$ cat src/rtl/wb_gpio_pkg.sv
`timescale 1ns/1ps
`default_nettype none
// +----------------------------------------------------------------------+
// | wb_gpio_pkg : register map and byte-lane merge helper for wb_gpio    |
// | Revision    : 1.0                                                    |
// +----------------------------------------------------------------------+
package wb_gpio_pkg;

    localparam logic [2:0] GPIO_OUT     = 3'd0;
    localparam logic [2:0] GPIO_OE      = 3'd1;
    localparam logic [2:0] GPIO_IN      = 3'd2;
    localparam logic [2:0] GPIO_RISE_EN = 3'd3;
    localparam logic [2:0] GPIO_FALL_EN = 3'd4;
    localparam logic [2:0] GPIO_STAT    = 3'd5;
    localparam logic [2:0] GPIO_OUT_SET = 3'd6;
    localparam logic [2:0] GPIO_OUT_CLR = 3'd7;

    // Take each byte from data where its lane is enabled, otherwise keep old.
    function automatic logic [31:0] apply_sel(input logic [31:0] old_val,
                                              input logic [31:0] data,
                                              input logic [3:0]  sel);
        logic [31:0] merged;
        merged = old_val;
        for (int n = 0; n < 4; n++) begin
            if (sel[n]) begin
                merged[8*n +: 8] = data[8*n +: 8];
            end
        end
        return merged;
    endfunction

endpackage
`default_nettype wire

$ cat src/rtl/gpio_edge_sync.sv
`timescale 1ns/1ps
`default_nettype none
// +----------------------------------------------------------------------+
// | gpio_edge_sync : two-flop pad synchroniser with rise/fall detection  |
// | Revision       : 1.0                                                 |
// +----------------------------------------------------------------------+
module gpio_edge_sync #(
    parameter int WIDTH = 11
) (
    input  logic             clock,
    input  logic             reset_n,
    input  logic [WIDTH-1:0] pads,
    output logic [WIDTH-1:0] sync,
    output logic [WIDTH-1:0] rise,
    output logic [WIDTH-1:0] fall
);

    logic [WIDTH-1:0] s1;
    logic [WIDTH-1:0] s2;
    logic [WIDTH-1:0] prev;

    always_ff @(posedge clock or negedge reset_n) begin
        if (!reset_n) begin
            s1   <= '0;
            s2   <= '0;
            prev <= '0;
        end else begin
            s1   <= pads;
            s2   <= s1;
            prev <= s2;
        end
    end

    assign sync = s2;
    assign rise = s2 & ~prev;
    assign fall = ~s2 & prev;

endmodule
`default_nettype wire

$ cat src/rtl/wb_gpio.sv
`timescale 1ns/1ps
`default_nettype none
// +----------------------------------------------------------------------+
// | wb_gpio  : Wishbone classic GPIO slave with edge-detect interrupt    |
// | Revision : 1.0                                                       |
// +----------------------------------------------------------------------+
module wb_gpio
    import wb_gpio_pkg::*;
#(
    parameter int                  GPIO_WIDTH = 11,
    parameter logic [GPIO_WIDTH-1:0] OUT_RESET = '0,
    parameter logic [GPIO_WIDTH-1:0] OE_RESET  = '0
) (
    input  logic                  clock,
    input  logic                  reset_n,
    input  logic [2:0]            wb_adr_i,
    input  logic [31:0]           wb_dat_i,
    input  logic [3:0]            wb_sel_i,
    input  logic                  wb_we_i,
    input  logic                  wb_cyc_i,
    input  logic                  wb_stb_i,
    output logic [31:0]           wb_dat_o,
    output logic                  wb_ack_o,
    input  logic [GPIO_WIDTH-1:0] gpio_i,
    output logic [GPIO_WIDTH-1:0] gpio_o,
    output logic [GPIO_WIDTH-1:0] gpio_oe,
    output logic                  irq_o
);

    logic [GPIO_WIDTH-1:0] out_q;
    logic [GPIO_WIDTH-1:0] oe_q;
    logic [GPIO_WIDTH-1:0] rise_en_q;
    logic [GPIO_WIDTH-1:0] fall_en_q;
    logic [GPIO_WIDTH-1:0] stat_q;
    logic [GPIO_WIDTH-1:0] in_sync;
    logic [GPIO_WIDTH-1:0] rise;
    logic [GPIO_WIDTH-1:0] fall;
    logic [GPIO_WIDTH-1:0] stat_next;

    logic        req;
    logic        wr;
    logic [31:0] out_ext;
    logic [31:0] cur_rw;
    logic [31:0] rw_val;
    logic [31:0] set_val;
    logic [31:0] clr_val;
    logic [31:0] w1c_mask;
    logic [31:0] rdata;

    gpio_edge_sync #(
        .WIDTH (GPIO_WIDTH)
    ) u_edge_sync (
        .clock   (clock),
        .reset_n (reset_n),
        .pads    (gpio_i),
        .sync    (in_sync),
        .rise    (rise),
        .fall    (fall)
    );

    assign req     = wb_cyc_i & wb_stb_i & ~wb_ack_o;
    assign wr      = req & wb_we_i;
    assign out_ext = 32'(out_q);

    always_comb begin
        cur_rw = '0;
        rdata  = '0;
        case (wb_adr_i)
            GPIO_OUT:     begin cur_rw = out_ext;          rdata = out_ext;          end
            GPIO_OE:      begin cur_rw = 32'(oe_q);        rdata = 32'(oe_q);        end
            GPIO_IN:      begin                            rdata = 32'(in_sync);     end
            GPIO_RISE_EN: begin cur_rw = 32'(rise_en_q);   rdata = 32'(rise_en_q);   end
            GPIO_FALL_EN: begin cur_rw = 32'(fall_en_q);   rdata = 32'(fall_en_q);   end
            GPIO_STAT:    begin                            rdata = 32'(stat_q);      end
            default:      begin                                                      end
        endcase
    end

    // Every write flavour passes through the same byte-lane merge.
    assign rw_val   = apply_sel(cur_rw, wb_dat_i, wb_sel_i);
    assign set_val  = apply_sel(out_ext, out_ext | wb_dat_i, wb_sel_i);
    assign clr_val  = apply_sel(out_ext, out_ext & ~wb_dat_i, wb_sel_i);
    assign w1c_mask = (wr && wb_adr_i == GPIO_STAT) ? apply_sel(32'h0, wb_dat_i, wb_sel_i) : 32'h0;

    // A fresh edge overrides a simultaneous write-one-to-clear of the same bit.
    assign stat_next = (stat_q & ~w1c_mask[GPIO_WIDTH-1:0])
                     | (rise & rise_en_q)
                     | (fall & fall_en_q);

    generate
        if (GPIO_WIDTH < 32) begin : g_unused_hi
            logic unused_hi;
            assign unused_hi = ^{rw_val[31:GPIO_WIDTH], set_val[31:GPIO_WIDTH],
                                 clr_val[31:GPIO_WIDTH], w1c_mask[31:GPIO_WIDTH]};
        end
    endgenerate

    always_ff @(posedge clock or negedge reset_n) begin
        if (!reset_n) begin
            out_q     <= OUT_RESET;
            oe_q      <= OE_RESET;
            rise_en_q <= '0;
            fall_en_q <= '0;
            stat_q    <= '0;
            irq_o     <= 1'b0;
            wb_ack_o  <= 1'b0;
            wb_dat_o  <= '0;
        end else begin
            wb_ack_o <= req;
            wb_dat_o <= (req && !wb_we_i) ? rdata : 32'h0;
            if (wr) begin
                case (wb_adr_i)
                    GPIO_OUT:     out_q     <= rw_val[GPIO_WIDTH-1:0];
                    GPIO_OE:      oe_q      <= rw_val[GPIO_WIDTH-1:0];
                    GPIO_RISE_EN: rise_en_q <= rw_val[GPIO_WIDTH-1:0];
                    GPIO_FALL_EN: fall_en_q <= rw_val[GPIO_WIDTH-1:0];
                    GPIO_OUT_SET: out_q     <= set_val[GPIO_WIDTH-1:0];
                    GPIO_OUT_CLR: out_q     <= clr_val[GPIO_WIDTH-1:0];
                    default:      ;
                endcase
            end
            stat_q <= stat_next;
            irq_o  <= |stat_q;
        end
    end

    assign gpio_o  = out_q;
    assign gpio_oe = oe_q;

endmodule
`default_nettype wire

$ cat config.mk
export PLATFORM = sky130hd
export DESIGN_NAME = wb_gpio
export DESIGN_NICKNAME = d
export VERILOG_FILES = /design/src/rtl/wb_gpio_pkg.sv /design/src/rtl/gpio_edge_sync.sv /design/src/rtl/wb_gpio.sv
export SDC_FILE = /design/constraint.sdc
export NUM_CORES = 1
export LEC_CHECK = 0
export CAP_MARGIN = 20
export CORE_ASPECT_RATIO = 1.4
export CORE_MARGIN = 2
export CORE_UTILIZATION = 50
export CTS_BUF_LIST = sky130_fd_sc_hd__clkbuf_4 sky130_fd_sc_hd__clkbuf_8
export CTS_CLUSTER_DIAMETER = 200
export DETAILED_ROUTE_END_ITERATION = 6
export PLACE_DENSITY = 0.84
export SYNTH_ARGS = -nofsm -noshare
export SYNTH_HDL_FRONTEND = slang
export SYNTH_SLANG_ARGS = --single-unit
$ cat constraint.sdc
create_clock -name clock -period 2.6 [get_ports clock]
set_input_delay 0.52 -clock clock [delete_from_list [all_inputs] [get_ports clock]]
set_output_delay 0.52 -clock clock [all_outputs]
set_load 0.01 [all_outputs]
### Yosys cells after proc, flatten, opt, wreduce, memory -nomap -nowiden

Cells that the tools add are included.

| storage, ports and cells | value |
|---|---|
| flip-flop bits (word level) | 122 |
| output and inout port bits | 56 |

| operators by class | value |
|---|---|
| equal/unequal tests | 11 |
| mux-type cells | 13 |
| bitwise gates (word level) | 17 |
| reductions and logical operators | 11 |

Operators with widths:

| cell | count |
|---|---|
| AND 11 bit | 6 |
| case mux 11 bit (3 select lines) | 2 |
| case mux 11 bit (6 select lines) | 1 |
| inverter 11 bit | 4 |
| OR 11 bit | 3 |
| two-way mux 32 bit | 1 |
| two-way mux 8 bit | 4 |
| equality test 3 bit, second input constant | 4 |
| two-way mux 3 bit | 4 |
| two-way mux 11 bit | 1 |
| OR reduction 11 bit | 1 |
| inequality test 2 bit, second input constant | 4 |
| AND reduction 4 bit | 2 |
| equality test 3 x 2 -> 1 bit, second input constant | 2 |
| AND reduction 2 bit | 3 |
| AND 1 bit | 3 |
| equality test 3 x 1 -> 1 bit, second input constant | 1 |
| logical NOT 3 bit | 1 |
| nonzero test 3 bit | 1 |
| logical AND 1 bit | 2 |
| logical NOT 1 bit | 1 |
| inverter 1 bit | 1 |

### Depth between registers and ports, before layout

Gate-level depths: netlist of the first run.

| depth | value |
|---|---|
| depth in word-level cells | 9 |
| depth in mapped cells | 7 |
| gate-level depth less buffers | 4 |

### Modules after synthesis

A second synthesis of the first run with hierarchy kept.

| second synthesis, totals | value |
|---|---|
| cells, all modules | 475 |
| area total of the unflattened synthesis | 5,193.7 um^2 |

By module, submodules not included:

| module | instances | cells each | area an instance (um^2) |
|---|---|---|---|
| wb_gpio | 1 | 420 | 4,175.3 |
| gpio_edge_sync | 1 | 55 | 1,018.5 |

### Worst setup path after synthesis of the first run

Ideal clock, no wire load.

| timing path | value |
|---|---|
| path kind | in2reg |
| start | input wb_adr_i[0] |
| end | register rise_en_q[6] |
| setup time | 118 ps |
| arrival | 1,782 ps |
| data required time | 2,482 ps |
| setup slack | 700 ps |
| cell stages on the path | 6 |
| path through | buf_2 -> nand2b_1 -> nor3_4 -> buf_2 -> mux2_2 -> a21o_1 |

| on the way | value |
|---|---|
| cells in the longest elaborated chain, start to end | 3 |

RTL lines:

| element | RTL line | source |
|---|---|---|
| start: declaration | wb_gpio.sv:16 | `input logic [2:0] wb_adr_i,` |
| equality test 3 bit, or another cell as far along | wb_gpio.sv:68 | `case (wb_adr_i)` |
| case mux 11 bit (3 select lines) | wb_gpio.sv:68 |  |
| two-way mux 8 bit | wb_gpio_pkg.sv:25 | `if (sel[n]) begin` |
| end signal: assignment | wb_gpio.sv:115 | `GPIO_RISE_EN: rise_en_q <= rw_val[GPIO_WIDTH-1:0];` |
| end: declaration | wb_gpio.sv:32 | `logic [GPIO_WIDTH-1:0] rise_en_q;` |

Parallel ways exist; a longest one is shown, timed or not.
A chain may end at the register's enable or synchronous reset.

### Worst setup path in the final report of the first run

| timing path | value |
|---|---|
| start | input wb_adr_i[2] |
| end | register out_q[4], in the netlist gpio_o[4] |

| on the way | value |
|---|---|
| cells in the longest elaborated chain, start to end | 4 |

RTL lines:

| element | RTL line | source |
|---|---|---|
| equality test 3 bit, or another cell as far along | wb_gpio.sv:68 |  |
| case mux 11 bit (3 select lines) | wb_gpio.sv:68 |  |
| two-way mux 8 bit | wb_gpio_pkg.sv:25 |  |
| case mux 11 bit (3 select lines) | wb_gpio.sv:112 | `case (wb_adr_i)` |
| end signal: assignment | wb_gpio.sv:113 | `GPIO_OUT: out_q <= rw_val[GPIO_WIDTH-1:0];` |
| end signal: assignment | wb_gpio.sv:117 | `GPIO_OUT_SET: out_q <= set_val[GPIO_WIDTH-1:0];` |
| end signal: assignment | wb_gpio.sv:118 | `GPIO_OUT_CLR: out_q <= clr_val[GPIO_WIDTH-1:0];` |
| end: declaration | wb_gpio.sv:30 | `logic [GPIO_WIDTH-1:0] out_q;` |

Parallel ways exist; a longest one is shown, timed or not.

==> results of run 1 <==
==> Yosys cell counts, types with 10 or more instances <==
cell type / count / area (µm²)
mux4_2: 11 / 248
mux2i_1: 17 / 170
nand2_1: 40 / 150
nor2_1: 34 / 128
inv_1: 12 / 45.0
mux2_2: 18 / 203
nand3_1: 13 / 65.1
a21oi_1: 12 / 60.1
dfrtp_1: 101 / 2530
o21ai_0: 32 / 160
buf_4: 22 / 165
a21o_1: 18 / 135
clkbuf_1: 10 / 37.5
a22oi_1: 11 / 82.6
nand3b_1: 13 / 97.6
buf_2: 12 / 60.1
a31oi_1: 11 / 68.8
==> worst max-delay path, delay by kind of cell <==
kind | cells | cell delay (ns)
AO/OA/AOI/OAI | 3 | 0.77
buffers and inverters | 3 | 0.96
AND/OR/NAND/NOR | 1 | 0.16
==> cell usage in the layout (no fill, tap or decap), types with 2 or more instances in the layout <==
cell type and n:
nor2b_1 4, a21o_1 18, buf_12 3, clkbuf_8 10, and3_1 2, o21a_1 7
a31oi_1 11, a221o_1 7, mux4_2 11, bufinv_16 2, a22oi_1 11, conb_1 21
nor4_1 5, nand2b_1 4, or3_1 3, nor3_1 6, o311a_1 7, dfrtp_1 101
o311ai_0 8, o21ai_0 32, nor3_4 3, o21ai_1 6, nand2_1 40, clkdlybuf4s50_1 64
nand3b_1 13, buf_4 40, nand3_1 13, nor2_1 34, and2_1 8, mux2i_1 17
a21oi_1 12, a32oi_1 2, inv_1 12, mux2_2 18
==> metal layers <==
metal | wire [µm] | vias up | GRT usage
met5 | 0 | - | 0
met4 | 750 | 0 | 0.179
met3 | 765 | 53 | 0.0442
met2 | 6670 | 183 | 0.422
met1 | 5160 | 2102 | 0.290
li1 | - | 1882 | -
==> power groups by stage <==
stage | sequential (µW) | clock (µW) | combinational [µW]
after global placement | 2040 | 0 | 926
after detailed placement | 2050 | 0 | 960
final | 2030 | 1120 | 963
after CTS | 2020 | 1130 | 964
after global routing | 2060 | 1180 | 1050
after floorplan | 2010 | 0 | 564
==> area by class of cell <==
cell class	count	area share
Timing Repair Buffer	108	0.159
Inverter	12	0.00714
Sequential cell	101	0.400
Clock buffer	11	0.0230
Tap cell	135	0.0268
Clock inverter	5	0.0129
Multi-Input combinational cell	336	0.370
==> stage by stage <==
| step | std cells | area [µm²] | setup WS (ns) |
|---|---|---|---|
| detailed placement | 692 | 6080 | 0.0904 |
| CTS | 708 | 6310 | 0.490 |
| global placement | 692 | 6080 | 0.167 |
| global route | 708 | 6310 | 0.339 |
| floorplan | 498 | 5220 | 0.700 |
| finish | 708 | 6310 | 0.435 |
==> final timing paths <==
kind / startpoint / end / slack (ns)
hold reg to reg: u_edge_sync.s1[4] / u_edge_sync.sync[4] / 0.35
setup / recovery: wb_adr_i[2] / gpio_o[4] / 0.43
setup reg to reg: wb_ack_o / rise_en_q[7] / 0.83
min in group clock: u_edge_sync.s1[4] / u_edge_sync.sync[4] / 0.35
max in group asynchronous: reset_n / gpio_oe[0] / 1.82
hold / removal: reset_n / u_edge_sync.s1[1] / 0.17
==> state kept, by name, summed over array words and instances (netlist names) <==
register and flops:
wb_dat_o 11, gpio_o 11, gpio_oe 11, stat_q 11, wb_ack_o 1, irq_o 1
u_edge_sync.prev 11, u_edge_sync.s1 11, rise_en_q 11, u_edge_sync.sync 11, fall_en_q 11
==> cell families (layout without fill, tap and decap cells) <==
family | after synthesis | in the layout | synth area share
AO/OA/AOI/OAI | 124 | 124 | 0.164
other | 1 | 21 | 0.000729
buffers and inverters | 61 | 136 | 0.0695
flip-flops | 101 | 101 | 0.491
multiplexers | 46 | 46 | 0.121
AND/OR/NAND/NOR | 145 | 145 | 0.155
==> summary.txt, run 1 <==
Floorplan
  • Die span in x: 89.8 µm
  • Core area: 9950 µm²
  • Initial core utilization: 0.517
  • DIE AREA: 11100 µm²
  • Die H: 124 µm
  • Ports: 111
  • # rows: 43

Global route
  • Vias in the first global route: 4331
  • Initial antenna violation count: 0
  • Total grt overflow: 0
  • First-pass GRT wire length: 21600 µm
  • Largest net degree at the start of global routing: 54
  • Tot GR Track Use: 0.249

Synth
  • Avg Inst Size Synth: 10.8 µm²
  • Yosys reg bits: 101
  • Netlist cell types: 47
  • Post-Synthesis Cells: 478
  • Register area share after synthesis: 0.491
  • Synthesis warning total: 0
  • Post-synth EDFFs: 0
  • Cell area after synthesis: 5150 µm²
  • FFs w/ async S/R, synth: 1.00
  • Synth Flop Type: dfrtp_1

Finish
  • Synth-to-Final Area Change: 22.6%
  • Area of the multi-input gates: 2340 µm²
  • Fill cells: 774
  • Post-layout util: 0.634
  • Ant diodes: 0
  • # nets final: 623
  • Layout cells sized above 1: 0.173
  • Reg area: 2530 µm²

Detailed routing
  • Router iterations before antenna repair: 5
  • Overall routed net length: 13300 µm
  • Drt wl/cell: 18.8 µm
  • Routed via count: 4220
  • DR iter-0 viols: 355
  • Final ANT Viol Nets: 0
  • Post-route DRC: 0
  • DR vias/cell: 5.96

Power
  • Clock group share of total power: 0.272
  • Combinational share of power: 0.234
  • Internal power: 2900 µW
  • Tot Pwr: 4110 µW
  • Reg power frac: 0.494
  • P_sw: 1210 µW
  • Pwr dens: 652 nW/µm²
  • Pleak: 0.00266 µW
  • Max VDD drop: 0.000303 V
  • Switch share: 0.294

STA
  • Max Fclk: 462 MHz
  • Fin crit share: 0.833
  • Final Skew: 0.00780 ns
  • Min Hold Slack: 0.173 ns
  • Setup TNS: 0 ns
  • Final setup viols: 0
  • RSZ-0062 raised after global routing: no
  • Final Slew Violations: 0
  • Worst-margin pin slew: 0.681 ns
  • Final Hold Viols: 0
  • Minimum clock period: 2.17 ns
  • Slew Limit Headroom: 0.546

Clock network
  • Max Root-Sink Buffers: 2
  • Post-CTS setup buffers: 0
  • H-tree depth: 3
  • Post-cts sizing count: 0
  • Clk pin slew, worst setup/hold paths: 0.09 ns
  • CTS tree: built
  • Clock sinks: 101
  • CTS Root Cell: clkbuf_8
  • Clock latency on the worst-skew pair: 0.38 ns
  • Total CTS buffers: 9
  • CTS hold repair buffers: 0

Critical path
  • Worst Path Class, Setup: primary input to register
  • CP Cell Sequence: clkdlybuf4s50_1 > buf_4 > nor3b_2 > buf_4 > a21oi_1 > o311ai_0 > a221o_1
  • Crit path DAT: 2.43 ns
  • CP required: 2.87 ns
  • Critical path endpoint category: register
  • Max Fanout on Critical Path: 10
  • Worst r2r path cells: 5
  • CP max stage cell: clkdlybuf4s50_1
  • Critical Path Most Common Cell: buf_4
  • Worst path max stage delay: 0.54 ns
  • Startpoint type of the worst setup path: primary input

Worst hold path
  • Worst hold path type: primary input to async pin

Flow run
  • Max-cap violation count: 0

Placed design
  • GPL Wtd Cong: 0.936
  • Post-DP HPWL: 9590 µm
  • Port Buf Inserts: 66

Run status
  • Outcome: completed
Power figures use the tool's default switching activity.
==> run 2, diff against run 1 <==
==> constraint.sdc (replaced) <==
create_clock -name clock -period 2.1 [get_ports clock]
set_input_delay 0.42 -clock clock [delete_from_list [all_inputs] [get_ports clock]]
set_output_delay 0.42 -clock clock [all_outputs]
set_load 0.01 [all_outputs]
==> run 2 against run 1 <==
Final area is 2.6% higher. Global-route usage is 1.0 points higher. Die area unchanged. Critical path type unchanged. Highest routed layer unchanged.
==> summary.txt, run 2 (synthesis results as in run 1) <==
Floorplan
  • Die H: 124 µm
  • DIE AREA: 11100 µm²
  • Initial core utilization: 0.517
  • Ports: 111
  • # rows: 43
  • Die span in x: 89.8 µm
  • Core area: 9950 µm²

STA
  • Max Fclk: 500 MHz
  • Minimum clock period: 2.00 ns
  • Fin crit share: 0.953
  • Slew Limit Headroom: 0.618
  • Final setup viols: 0
  • Worst-margin pin slew: 0.565 ns
  • Final Hold Viols: 0
  • Final Skew: 0.00714 ns
  • Final Slew Violations: 0
  • RSZ-0062 raised after global routing: no
  • Min Hold Slack: 0.355 ns

Finish
  • Layout cells sized above 1: 0.207
  • Commonest non-fill, non-tap cells in the layout: 101 x dfrtp_1, 65 x buf_4, 64 x clkdlybuf4s50_1
  • Finished Cell Area: 6480 µm²
  • # nets final: 650
  • Ant diodes: 0
  • Synth-to-Final Area Change: 25.8%
  • Commonest non-fill, non-tap cell in the layout: dfrtp_1
  • Post-layout util: 0.651
  • Fill cells: 777
  • Final cell count without fillers: 734

Detailed routing
  • Post-route DRC: 0
  • DR iter-0 viols: 408
  • DR vias/cell: 5.94
  • Overall routed net length: 14000 µm
  • Drt wl/cell: 19.1 µm
  • Router iterations before antenna repair: 5
  • Final ANT Viol Nets: 0
  • Routed via count: 4362

Critical path
  • Worst Path Class, Setup: primary input to register
  • Crit path DAT: 2.26 ns
  • Max Fanout on Critical Path: 8
  • Startpoint type of the worst setup path: primary input
  • Critical path endpoint category: register
  • CP required: 2.36 ns

Global route
  • Tot GR Track Use: 0.260
  • Total grt overflow: 0
  • Initial antenna violation count: 0
  • Vias in the first global route: 4467
  • Largest net degree at the start of global routing: 46
  • First-pass GRT wire length: 22400 µm

Placed design
  • Port Buf Inserts: 66
  • GPL Wtd Cong: 0.921
  • Post-DP HPWL: 10300 µm
  • DP Cell Count: 718
  • Dpl cell area: 6290 µm²

Clock network
  • Post-CTS setup buffers: 0
  • Clk pin slew, worst setup/hold paths: 0.09 ns
  • H-tree depth: 3
  • Clock latency on the worst-skew pair: 0.37 ns
  • Max Root-Sink Buffers: 2
  • CTS Root Cell: clkbuf_8
  • Total CTS buffers: 9
  • CTS tree: built
  • Clock sinks: 101

Worst hold path
  • Worst hold path type: register to register

Run status
  • Outcome: completed

Power
  • Max VDD drop: 0.000379 V
  • Pleak: 0.00277 µW
  • Tot Pwr: 4940 µW
  • Pwr dens: 762 nW/µm²

Flow run
  • Max-cap violation count: 0
run 2: changes by cell type in the layout (fill, tap and decap cells not counted), sizes merged:
cell         change
buf             +26
bufinv           -2
clkbuf           +1
dlygate4sd3      +1
run 2: power by group:
part / internal (µW) / total, µW / switching [µW]
registers: 2210 / 2520 / 308
clock network: 487 / 1140 / 653
logic: 719 / 1280 / 557
total: 3420 / 4940 / 1520
run 2: layout make-up:
cell class              count  area (µm²)  area share
flip-flops and latches    101        2530       0.390
inverters                  12        45.0     0.00696
multi-input cells         336        2340       0.361
repair buffers            135        1220       0.189
clock inverters             3        21.3     0.00328
clock buffers              12         153      0.0236
well taps                 135         169      0.0261
run 2: path summary, 6_finish.rpt:
check / startpoint / slack [ns] / endpoint / depth (start not counted)
max: wb_adr_i[2] / 0.1 / gpio_o[2] / 7
min: u_edge_sync.s1[7] / 0.35 / u_edge_sync.sync[7] / 0
min reg2reg: u_edge_sync.s1[7] / 0.35 / u_edge_sync.sync[7] / 0
max reg2reg: wb_ack_o / 0.37 / stat_q[2] / 6
min in group asynchronous: reset_n / 0.53 / u_edge_sync.s1[2] / 2
max in group asynchronous: reset_n / 0.99 / u_edge_sync.s1[9] / 3
run 2: through the flow:
stage	TNS, ns	setup slack (ns)
after floorplan	0	0.300
after global placement	-4.19	-0.164
after detailed placement	-5.48	-0.211
after CTS	0	0.183
after global routing	0	0.0327
final	0	0.0983
run 2: critical path, stage by stage:
cell and delay (ns):
clkdlybuf4s50_1 0.52, buf_4 0.22, nor3b_2 0.16, buf_4 0.18
a21oi_1 0.16, o311ai_0 0.23, a221o_1 0.37
run 2: per-layer routing:
layer	global-route usage	wire [µm]	vias to the layer above
li1	-	-	1934
met1	0.308	5400	2187
met2	0.466	7280	200
met3	0.0399	869	41
met4	0.127	492	0
met5	0	0	-
run 2: what timing repair did:
| item | in CTS | in global routing |
|---|---|---|
| hold buffers | 1 | 0 |
| resized for setup | 0 | 0 |
| hold endpoints to repair | 29 | 0 |
